<file path="src/rtl/sdram_ch2_bridge_if.sv">
// sdram_ch2_bridge_if: host strobe/ack bus plus ch2 slot handshake of the SDRAM channel-2 bridge
interface sdram_ch2_bridge_if;
  logic [19:0] host_addr;
  logic [31:0] host_din;
  logic [3:0]  host_be;
  logic        host_req;
  logic        host_busy;
  logic        host_ack;
  logic        host_err;
  logic [31:0] host_dout;
  logic [20:0] ch2addr;
  logic [15:0] ch2din;
  logic [1:0]  ch2wr;
  logic        ch2rd;
  logic [31:0] ch2dout;
  logic        ch2ardy;
  logic        ch2drdy;
  modport slave (
    input  host_addr, host_din, host_be, host_req, ch2dout, ch2ardy, ch2drdy,
    output host_busy, host_ack, host_err, host_dout, ch2addr, ch2din, ch2wr, ch2rd
  );
  modport master (
    output host_addr, host_din, host_be, host_req, ch2dout, ch2ardy, ch2drdy,
    input  host_busy, host_ack, host_err, host_dout, ch2addr, ch2din, ch2wr, ch2rd
  );
endinterface

</file>
<file path="src/rtl/sdram_ch2_bridge.sv">
// sdram_ch2_bridge: 32-bit host strobe/ack to SDRAM ch2 slot handshake with watchdog; SDRAM_CH2_RDCACHE_EN adds a one-entry read cache
module sdram_ch2_bridge #(
  parameter int TIMEOUT = 255
) (
  input logic clk,
  input logic rst,
  sdram_ch2_bridge_if.slave bus
);
  localparam logic [2:0] IDLE   = 3'd0;
  localparam logic [2:0] ISSUE  = 3'd1;
  localparam logic [2:0] WAIT_A = 3'd2;
  localparam logic [2:0] WAIT_D = 3'd3;
  localparam logic [2:0] DONE   = 3'd4;
  logic [2:0]  state;
  logic [19:0] a_q;
  logic [31:0] d_q;
  logic [3:0]  be_q;
  logic        wr_q;
  logic        lo_pend;
  logic [7:0]  cnt;
  logic        drdy_q;
  logic        rise;
  logic        wd_exp;
  logic        abort;
  logic        hit;
  logic [31:0] hit_data;
  assign rise   = bus.ch2drdy & ~drdy_q;
  assign wd_exp = cnt == 8'(TIMEOUT - 1);
  assign abort  = wd_exp && ((state == WAIT_A && !bus.ch2ardy) || (state == WAIT_D && !rise));
`ifdef SDRAM_CH2_RDCACHE_EN
  logic        c_valid;
  logic [19:0] c_tag;
  logic [31:0] c_data;
  assign hit      = c_valid && c_tag == bus.host_addr;
  assign hit_data = c_data;
  // single-entry cache: filled by a completed read, dropped by a write to its word or an abort
  always_ff @(posedge clk) begin
    if (rst) c_valid <= 1'b0;
    else if (state == IDLE && bus.host_req && |bus.host_be && bus.host_addr == c_tag) c_valid <= 1'b0;
    else if (state == WAIT_D && rise && !wr_q) begin
      c_valid <= 1'b1;
      c_tag   <= a_q;
      c_data  <= bus.ch2dout;
    end
    else if (abort) c_valid <= 1'b0;
  end
`else
  assign hit      = 1'b0;
  assign hit_data = '0;
`endif
  // transaction sequencer: accept, issue halves, await ardy then drdy edge, complete or abort
  always_ff @(posedge clk) begin
    if (rst) begin
      state         <= IDLE;
      cnt           <= '0;
      drdy_q        <= 1'b0;
      lo_pend       <= 1'b0;
      bus.host_busy <= 1'b0;
      bus.host_ack  <= 1'b0;
      bus.host_err  <= 1'b0;
      bus.host_dout <= '0;
      bus.ch2addr   <= '0;
      bus.ch2din    <= '0;
      bus.ch2wr     <= '0;
      bus.ch2rd     <= 1'b0;
    end else begin
      drdy_q       <= bus.ch2drdy;
      bus.host_ack <= 1'b0;
      bus.host_err <= 1'b0;
      case (state)
        IDLE: if (bus.host_req) begin
          a_q           <= bus.host_addr;
          d_q           <= bus.host_din;
          be_q          <= bus.host_be;
          wr_q          <= |bus.host_be;
          cnt           <= '0;
          bus.host_busy <= 1'b1;
          if (bus.host_be == 4'b0000) begin
            if (hit) state <= ISSUE;
            else begin
              bus.ch2rd   <= 1'b1;
              bus.ch2addr <= {bus.host_addr, 1'b0};
              state       <= WAIT_A;
            end
          end else if (|bus.host_be[3:2]) begin
            bus.ch2addr <= {bus.host_addr, 1'b0};
            bus.ch2din  <= bus.host_din[31:16];
            bus.ch2wr   <= bus.host_be[3:2];
            lo_pend     <= |bus.host_be[1:0];
            state       <= WAIT_A;
          end else begin
            bus.ch2addr <= {bus.host_addr, 1'b1};
            bus.ch2din  <= bus.host_din[15:0];
            bus.ch2wr   <= bus.host_be[1:0];
            lo_pend     <= 1'b0;
            state       <= WAIT_A;
          end
        end
        ISSUE: begin
          bus.host_dout <= hit_data;
          bus.host_ack  <= 1'b1;
          bus.host_busy <= 1'b0;
          state         <= DONE;
        end
        WAIT_A: if (bus.ch2ardy) begin
          bus.ch2rd <= 1'b0;
          bus.ch2wr <= '0;
          cnt       <= '0;
          state     <= WAIT_D;
        end else if (abort) begin
          bus.ch2rd     <= 1'b0;
          bus.ch2wr     <= '0;
          bus.host_ack  <= 1'b1;
          bus.host_err  <= 1'b1;
          bus.host_busy <= 1'b0;
          state         <= IDLE;
        end else cnt <= cnt + 8'd1;
        WAIT_D: if (rise) begin
          if (wr_q && lo_pend) begin
            bus.ch2addr <= {a_q, 1'b1};
            bus.ch2din  <= d_q[15:0];
            bus.ch2wr   <= be_q[1:0];
            lo_pend     <= 1'b0;
            cnt         <= '0;
            state       <= WAIT_A;
          end else begin
            bus.host_dout <= wr_q ? bus.host_dout : bus.ch2dout;
            bus.host_ack  <= 1'b1;
            bus.host_busy <= 1'b0;
            state         <= DONE;
          end
        end else if (abort) begin
          bus.host_ack  <= 1'b1;
          bus.host_err  <= 1'b1;
          bus.host_busy <= 1'b0;
          state         <= IDLE;
        end else cnt <= cnt + 8'd1;
        DONE: state <= IDLE;
        default: state <= IDLE;
      endcase
    end
  end
endmodule

</file>
<file path="src/flat_wrapper.sv">
// flat-port wrapper written by rule: the top's interface ports become plain ports
module sdram_ch2_bridge_flat 
#(
  parameter int TIMEOUT = 255
)
  (clk, rst, bus_host_addr, bus_host_din, bus_host_be, bus_host_req, bus_ch2dout, bus_ch2ardy, bus_ch2drdy, bus_host_busy, bus_host_ack, bus_host_err, bus_host_dout, bus_ch2addr, bus_ch2din, bus_ch2wr, bus_ch2rd);
  sdram_ch2_bridge_if bus_i ();
  input logic clk;
  input logic rst;
  input wire logic [$bits(bus_i.host_addr)-1:0] bus_host_addr;
  input wire logic [$bits(bus_i.host_din)-1:0] bus_host_din;
  input wire logic [$bits(bus_i.host_be)-1:0] bus_host_be;
  input wire logic [$bits(bus_i.host_req)-1:0] bus_host_req;
  input wire logic [$bits(bus_i.ch2dout)-1:0] bus_ch2dout;
  input wire logic [$bits(bus_i.ch2ardy)-1:0] bus_ch2ardy;
  input wire logic [$bits(bus_i.ch2drdy)-1:0] bus_ch2drdy;
  output wire logic [$bits(bus_i.host_busy)-1:0] bus_host_busy;
  output wire logic [$bits(bus_i.host_ack)-1:0] bus_host_ack;
  output wire logic [$bits(bus_i.host_err)-1:0] bus_host_err;
  output wire logic [$bits(bus_i.host_dout)-1:0] bus_host_dout;
  output wire logic [$bits(bus_i.ch2addr)-1:0] bus_ch2addr;
  output wire logic [$bits(bus_i.ch2din)-1:0] bus_ch2din;
  output wire logic [$bits(bus_i.ch2wr)-1:0] bus_ch2wr;
  output wire logic [$bits(bus_i.ch2rd)-1:0] bus_ch2rd;
  assign bus_i.host_addr = bus_host_addr;
  assign bus_i.host_din = bus_host_din;
  assign bus_i.host_be = bus_host_be;
  assign bus_i.host_req = bus_host_req;
  assign bus_i.ch2dout = bus_ch2dout;
  assign bus_i.ch2ardy = bus_ch2ardy;
  assign bus_i.ch2drdy = bus_ch2drdy;
  assign bus_host_busy = bus_i.host_busy;
  assign bus_host_ack = bus_i.host_ack;
  assign bus_host_err = bus_i.host_err;
  assign bus_host_dout = bus_i.host_dout;
  assign bus_ch2addr = bus_i.ch2addr;
  assign bus_ch2din = bus_i.ch2din;
  assign bus_ch2wr = bus_i.ch2wr;
  assign bus_ch2rd = bus_i.ch2rd;
  sdram_ch2_bridge #(.TIMEOUT(TIMEOUT)) u_core (.clk(clk), .rst(rst), .bus(bus_i));
endmodule
</file>
<file path="config.mk">
export PLATFORM = sky130hd
export DESIGN_NAME = sdram_ch2_bridge_flat
export DESIGN_NICKNAME = d
export VERILOG_FILES = /design/src/rtl/sdram_ch2_bridge_if.sv /design/src/rtl/sdram_ch2_bridge.sv /design/src/flat_wrapper.sv
export SDC_FILE = /design/constraint.sdc
export NUM_CORES = 1
export LEC_CHECK = 0
export CORE_UTILIZATION = 41
export CTS_CLUSTER_SIZE = 14
export DETAILED_ROUTE_END_ITERATION = 7
export GPL_TIMING_DRIVEN = 0
export PLACE_DENSITY_LB_ADDON = 0.12
export SYNTH_ARGS = -nofsm -noshare
export SYNTH_HDL_FRONTEND = slang
export SYNTH_SLANG_ARGS = --single-unit
</file>
<file path="constraint.sdc">
create_clock -name clk -period 3.1 [get_ports clk]
set_input_delay 0.465 -clock clk [delete_from_list [all_inputs] [get_ports clk]]
set_output_delay 0.465 -clock clk [all_outputs]
set_load 0.02 [all_outputs]
</file>
==> metrics.md, run 1 <==
| Metric | Value |
|---|---|
| Crit path buf inv count | `2` |
| Post-DP HPWL | `9.71 mm` |
| Hold Path End | `u_core.bus.host_dout[30]$_SDFFE_PP0P_` |
| CTS clk-pin slew, worst paths | `around 0.060 ns` |
| Worst path max stage delay | `roughly 0.53 ns` |
| Pin count of the biggest net entering global routing | `29` |
| Row cnt | `40` |
| Worst Skew | `about 0.0086 ns` |
| Hold Path Stages | `2` |
| Unrepaired setup endpoints after global routing | `no` |
| Inserted Clock Buffers | `17` |
| Vias in the first global route | `approximately 4,300` |
| Total power | `4.25 mW` |
| Fin util | `62.5%` |
| Final Net Count | `779` |
| Largest area contributor in the netlist | `dfxtp_1` |
| Final Wtd Congestion | `0.817` |
| Rel. slew slack | `about three fifths` |
| Total core area | `0.0121 mm^2` |
| Synth unique cells | `52` |
| Pre-CTS WS | `roughly 0.66 ns` |
| DRC marker count from the first detailed-route iteration | `between 300 and 400` |
| Post-CTS Setup Bufs | `0` |
| Post-CTS Resized | `0` |
| Fmax | `~500 MHz` |
| R2R Setup Slk | `between 1 and 1.5 ns` |
| Crit start category | `primary input` |
| Worst Reg-to-Reg Cells | `5` |
| Die H | `about 110 um` |
| I/O Buffers | `~170` |
| Synth Cell Area | `between 0.005 and 0.006 mm^2` |
| Reg-to-reg endpoint | `u_core.a_q[6]$_DFFE_PP_` |
| Worst Setup SP | `bus_ch2drdy` |
| Fill cells | `about 1,000` |
| Avg Cell Area, Syn | `10.3 um^2` |
| Vias per cell | `between 5 and 6` |
| Area Growth Syn to Fin | `47.9%` |
| CP Cell Sequence | `clkdlybuf4s50_1, nor2b_1, nand4_1, a21oi_4, buf_8, mux2i_1, nor2_1` |
| Chip width | `~110 um` |
| Pwr dens | `roughly 560 mW/mm^2` |
| CTS H-tree depth | `4` |
| Most frequent cells in the layout | `clkdlybuf4s50_1 (166), nor2_1 (107), dfxtp_1 (88), nand2_1 (46), edfxtp_1 (39)` |
| Critical Path Sink Type | `flop` |
| CTS Buffer Depth | `2` |
| Layout cells sized above 1 | `8.46%` |
| Status | `finished, final reports clean` |
| Non-Filler Instances | `slightly below 900` |
| Grt ovf | `0` |
| CP arrival | `about 2.3 ns` |
| Pleak | `between 2 and 3 nW` |
| Clock tree root buffer cell | `clkbuf_16` |
| Io pins | `roughly 170` |
| DRC | `0` |
| Initial core utilization | `between 40 and 50%` |
| CTS tree | `done` |
| Most common cell after layout, fill and taps aside | `clkdlybuf4s50_1` |
| Min cycle time layout | `2.02 ns` |
| Hold-fix buffers, CTS | `0` |
| Seq/Total Area, Yosys | `about 57%` |
| Total Wirelength | `~14 mm` |
| Post-route ant nets | `0` |
| Final hold vios | `0` |
| Gr usage total | `about 22%` |
| Global-route wire length before repair | `21.5 mm` |
| Die area | `0.0129 mm^2` |
| Hold crit path type | `flop to flop` |
| Critical R2R Launch | `u_core.state[0]$_SDFFE_PP0N_` |
| Antenna violations before repair | `0` |
| Number of synthesized flops with an enable pin | `39` |
| Post-synth net total | `between 500 and 600` |
| Area share of the largest cell type after synthesis | `roughly a third` |
| # Max-Cap Violations | `0` |
| Clock sinks | `between 100 and 150` |
| Slowest cell on crit path | `clkdlybuf4s50_1` |
| Crit Path Max Fanout | `10` |
| FFs w/ async S/R, synth | `0%` |
| Placed cell count | `about 830` |
| Fin crit share | `between 60% and 70%` |
| Seq cells post-synth | `approximately 130` |
| Final Max Tran Viols | `0` |
| Crit path max-delay family | `buffers and inverters` |
| Final setup fails | `0` |
| N_diodes | `0` |
| Worst vdd ir | `0.405 mV` |
| Hold_ws | `a little under 0.5 ns` |
| Yosys warning count | `0` |
| Via Count | `4,404` |
| Critical path class | `primary input to flop` |
| Worst skew pair latency | `0.42 ns` |
| TritonRoute pass-1 iters | `4` |
| Ranking of synthesized cells by area | `dfxtp_1 (34%), edfxtp_1 (23%), nor2_1 (7.9%)` |
| WL/cell | `~16 um` |
| Hold Crit Start | `u_core.bus.host_dout[30]$_SDFFE_PP0P_` |
| Mapped Cells | `approximately 500` |
| Worst slew pin tran | `0.605 ns` |
| Main flop type after synthesis | `dfxtp_1` |
| Req. time, crit path | `between 3 and 4 ns` |
| Setup slack after layout | `~1.1 ns` |
[worst reg2reg max path, stage by stage (launching register included)]
cell     delay, ns
dfxtp_1       0.35
buf_6         0.16
nor2_1        0.19
nand3_1       0.24
nor2_4        0.41
buf_12        0.25
[Yosys cell counts (2+ instances only)]
cell / instances
a21oi_1: 21
a22oi_1: 33
a311oi_1: 22
and3_1: 2
buf_2: 11
buf_4: 4
clkbuf_1: 16
dfxtp_1: 88
edfxtp_1: 39
ha_1: 2
inv_1: 3
mux2i_1: 37
nand2_1: 46
nand2b_1: 2
nand3_1: 5
nand3b_1: 2
nand4_1: 4
nor2_1: 108
nor2b_1: 5
nor3_1: 2
nor3b_1: 2
o21ai_0: 10
o2bb2ai_1: 2
or3_1: 3
xnor2_1: 2
[report_power, final]
group          switching, mW  leakage [nW]  total [mW]  internal [mW]
Combinational          0.272          1.40       0.556          0.284
Sequential            0.0357          1.08        1.83           1.79
Clock                  0.703         0.270        1.87           1.16
Total                   1.01          2.75        4.25           3.24
[state kept, by name, summed over array words and instances (netlist names)]
register,flops
u_core.lo_pend,1
u_core.bus.ch2rd,1
u_core.cnt,8
u_core.bus.ch2din,16
u_core.drdy_q,1
u_core.bus.host_busy,1
u_core.bus.ch2addr,21
u_core.wr_q,1
u_core.bus.host_err,1
u_core.bus.ch2wr,2
u_core.bus.host_ack,1
u_core.be_q,2
u_core.a_q,20
u_core.d_q,16
u_core.bus.host_dout,32
u_core.state,3
[cell type report]
cell class / count / area (um^2) / area share, %
well taps: 168 / 210 / 2.78
multi-input cells: 334 / 2010 / 26.5
flip-flops and latches: 127 / 2930 / 38.7
inverters: 4 / 15.0 / 0.198
repair buffers: 167 / 1680 / 22.2
clock buffers: 18 / 429 / 5.67
plain buffers: 33 / 171 / 2.26
clock inverters: 14 / 125 / 1.65
[logic make-up (layout without fill, tap and decap cells)]
kind of cell    count (synthesis)  count (layout)  share of synthesized area [%]
xor+xnor                        3               3                          0.513
mux                            37              37                           7.24
fa+ha+maj                       2               2                          0.489
buf+inv                        37             236                           3.64
simple gates                  189             189                           16.0
compound gates                103             103                           14.8
flops                         127             127                           57.3
[per-stage QoR]
stage	TNS [ns]	area, um^2
after floorplan	0	5120
after global placement	-50.30	6990
after detailed placement	0	7020
after CTS	0	7570
after global routing	0	7570
final	0	7570
[metal layers]
layer  part of all wire, %  track usage [%]  up-vias
met1                    44             26.4     2080
met5                     0                0        -
met4                   1.1             7.28        0
li1                      -                -     2157
met2                    47             34.7      153
met3                   7.8             8.77       14
[worst max path at each step]
stage | end | slack [ns] | cells past startpoint
final | u_core.bus.ch2din[11]$_SDFFE_PP0P_ | 1.08 | 7
after global routing | u_core.bus.ch2din[7]$_SDFFE_PP0P_ | 0.99 | 7
after CTS | u_core.bus.ch2din[11]$_SDFFE_PP0P_ | 1.10 | 7
after detailed placement | u_core.bus.ch2din[11]$_SDFFE_PP0P_ | 0.66 | 7
after global placement | u_core.a_q[12]$_DFFE_PP_ | -1.29 | 3
after floorplan | u_core.a_q[0]$_DFFE_PP_ | 0.14 | 3
No activity file was read; power rests on OpenSTA's default activity.
==> run 2, diff against run 1 <==
Settings changed: CORE_UTILIZATION 41 to 46.
Clock period 3.1 ns to 1.9 ns, I/O delays scaled along.
==> metrics.md, run 2 (synthesized netlist as in run 1, its figures left out) <==
| Metric | Value |
|---|---|
| Status | `finished, final reports clean (unchanged)` |
| Worst Skew | `0.00635 ns (was 0.00862 ns)` |
| Max reg flops | `32 (unchanged)` |
| Grt ovf | `0 (unchanged)` |
| Chip width | `107 um (was 114 um)` |
| Post-DP HPWL | `9.28 mm (was 9.71 mm)` |
| Gr usage total | `24.3% (was 21.6%)` |
| CP Cell Sequence | `buf_4, nand3b_1, buf_6, nor3_4, buf_4, buf_4, a22oi_1, nor2_1 (was clkdlybuf4s50_1, nor2b_1, nand4_1, a21oi_4, buf_8, mux2i_1, nor2_1)` |
| Critical R2R Launch | `u_core.state[2]$_SDFFE_PP0N_ (was u_core.state[0]$_SDFFE_PP0N_)` |
| Die area | `0.0116 mm^2 (was 0.0129 mm^2)` |
| Final Net Count | `782 (was 779)` |
| Crit path max-delay family | `buffers and inverters (unchanged)` |
| TritonRoute pass-1 iters | `5 (was 4)` |
| DRC marker count from the first detailed-route iteration | `240 (was 338)` |
| CTS H-tree depth | `4 (unchanged)` |
| Clock sinks | `127 (unchanged)` |
| Vias in the first global route | `4,467 (was 4,344)` |
| Rel. slew slack | `51.8% (was 59.7%)` |
| R2R Setup Slk | `0.1 ns (was 1.17 ns)` |
| Most frequent cells in the layout | `clkdlybuf4s50_1 (166), nor2_1 (105), dfxtp_1 (87), nand2_1 (46), edfxtp_1 (39) (was clkdlybuf4s50_1 (166), nor2_1 (107), dfxtp_1 (88), nand2_1 (46), edfxtp_1 (39))` |
| Worst slew pin tran | `0.723 ns (was 0.605 ns)` |
| Final Wtd Congestion | `0.855 (was 0.817)` |
| Global-route wire length before repair | `21.6 mm (was 21.5 mm)` |
| Crit path buf inv count | `4 (was 2)` |
| Worst path max stage delay | `0.30 ns (was 0.53 ns)` |
| Fmax | `roughly 550 MHz` |
| Min cycle time layout | `between 1.5 and 2 ns` |
| # Max-Cap Violations | `0 (unchanged)` |
| Total Wirelength | `13.6 mm (was 13.7 mm)` |
| Worst Reg-to-Reg Cells | `8 (was 5)` |
| N_diodes | `0 (unchanged)` |
| Layout cells sized above 1 | `10.3% (was 8.46%)` |
| I/O Buffers | `166 (unchanged)` |
| Initial core utilization | `47.2% (was 42.3%)` |
| Largest Register | `u_core.bus.host_dout (unchanged)` |
| Fin crit share | `94.8%` |
| Req. time, crit path | `2.36 ns (was 3.38 ns)` |
| DRC | `0 (unchanged)` |
| CP arrival | `2.26 ns (was 2.29 ns)` |
| GR Layer Usage met2 | `38.0% (was 34.7%)` |
| Slowest cell on crit path | `dfxtp_1 (was clkdlybuf4s50_1)` |
| Area Growth Syn to Fin | `49.7% (was 47.9%)` |
| Die H | `107 um (was 114 um)` |
| Final setup fails | `0 (unchanged)` |
| Gr busiest metal | `met2 (unchanged)` |
| WL/cell | `16.2 um (was 15.8 um)` |
| Total core area | `0.0108 mm^2 (was 0.0121 mm^2)` |
| Final Max Tran Viols | `0 (unchanged)` |
| Pin count of the biggest net entering global routing | `21 (was 29)` |
| Via Count | `4,552 (was 4,404)` |
| Biggest regs | `u_core.bus.host_dout: 32 flops, u_core.bus.ch2addr: 21 flops, u_core.a_q: 20 flops (unchanged)` |
| Fin Setup TNS | `0 ns (unchanged)` |
| Reg-to-reg endpoint | `u_core.bus.host_dout[25]$_SDFFE_PP0P_ (was u_core.a_q[6]$_DFFE_PP_)` |
| Pleak | `2.79 nW (was 2.75 nW)` |
| Critical Path Sink Type | `flop (unchanged)` |
| Worst skew pair latency | `0.52 ns (was 0.42 ns)` |
| CP most frequent cell | `buf_4` |
| Vias per cell | `5.42 (was 5.09)` |
| Hold Crit Start | `bus_host_din[10] (was u_core.bus.host_dout[30]$_SDFFE_PP0P_)` |
| Io pins | `168 (unchanged)` |
| Met1 Usage GRT | `30.7% (was 26.4%)` |
| Critical path class | `flop to flop (was primary input to flop)` |
| Most common cell after layout, fill and taps aside | `clkdlybuf4s50_1 (unchanged)` |
| Antenna violations before repair | `0 (unchanged)` |
| Crit start category | `flop (was primary input)` |
| Total power | `7.12 mW (was 4.25 mW)` |
| Crit Path Max Fanout | `10 (unchanged)` |
| CTS tree | `done (unchanged)` |
| CTS clk-pin slew, worst paths | `0.06 ns (about the same)` |
| Row cnt | `38 (was 40)` |
| Hold Path Stages | `1 (was 2)` |
| Final hold vios | `0 (unchanged)` |
| Pwr dens | `929 mW/mm^2 (was 561 mW/mm^2)` |
| CTS Buffer Depth | `2 (unchanged)` |
| M3 GR Usage | `8.29% (was 8.77%)` |
| Clock tree root buffer cell | `clkbuf_8 (was clkbuf_16)` |
| Post-route ant nets | `0 (unchanged)` |
| Hold Path End | `u_core.d_q[10]$_DFFE_PP_ (was u_core.bus.host_dout[30]$_SDFFE_PP0P_)` |
| Inserted Clock Buffers | `17 (unchanged)` |
| Hold-fix buffers, CTS | `0 (unchanged)` |
| Fill cells | `860 (was 1,026)` |
| Worst vdd ir | `0.732 mV (was 0.405 mV)` |
| Hold crit path type | `primary input to flop (was flop to flop)` |
[run 2: how the worst max path moves through the flow]
stage	start	endpoint	depth (start not counted)
after floorplan	u_core.state[0]$_SDFFE_PP0N_	u_core.a_q[0]$_DFFE_PP_	4
after global placement	bus_host_req	u_core.d_q[5]$_DFFE_PP_	3
after detailed placement	bus_host_req	u_core.d_q[7]$_DFFE_PP_	3
after CTS	u_core.state[2]$_SDFFE_PP0N_	u_core.bus.ch2din[10]$_SDFFE_PP0P_	7
after global routing	u_core.state[2]$_SDFFE_PP0N_	u_core.bus.host_dout[25]$_SDFFE_PP0P_	8
final	u_core.state[2]$_SDFFE_PP0N_	u_core.bus.host_dout[25]$_SDFFE_PP0P_	8
[run 2: per-layer routing]
metal  vias up  wire length (um)
li1       2179                 -
met1      2160              5780
met2       192              6450
met3        21              1100
met4         0               290
met5         -                 0
[run 2: repair_timing]
item,CTS,global route
setup buffers,1,2
pin swaps,3,3
endpoints found under the setup margin,39,73
gates cloned,1,0
gates resized for setup,3,15
[run 2: final cells by class]
type / count / area (um^2) / share of cell area, %
Tap cell: 140 / 175 / 2.29
Buffer: 33 / 185 / 2.42
Timing Repair Buffer: 169 / 1710 / 22.3
Inverter: 4 / 15.0 / 0.196
Clock inverter: 14 / 158 / 2.06
Multi-Input combinational cell: 335 / 2050 / 26.7
Clock buffer: 18 / 439 / 5.73
Sequential cell: 127 / 2930 / 38.3
[run 2: power by group]
| part | switching, mW | total [mW] | internal, mW |
|---|---|---|---|
| registers | 0.0617 | 2.99 | 2.93 |
| clock network | 1.25 | 3.20 | 1.96 |
| logic | 0.454 | 0.930 | 0.476 |
[run 2: per-stage QoR]
| step | cells | util, % | setup slack, ns | cell area (um^2) | hold WS [ns] |
|---|---|---|---|---|---|
| detailed placement | 804 | 64.2 | -0.641 | 6960 | 0.487 |
| CTS | 838 | 70.1 | 0.00339 | 7600 | 0.319 |
| floorplan | 498 | - | 0.0390 | 5130 | 0.384 |
| global route | 840 | 70.7 | -0.0340 | 7660 | 0.319 |
| finish | 840 | 70.7 | 0.0981 | 7660 | 0.342 |
| global placement | 804 | 64.2 | -0.633 | 6960 | 0.473 |
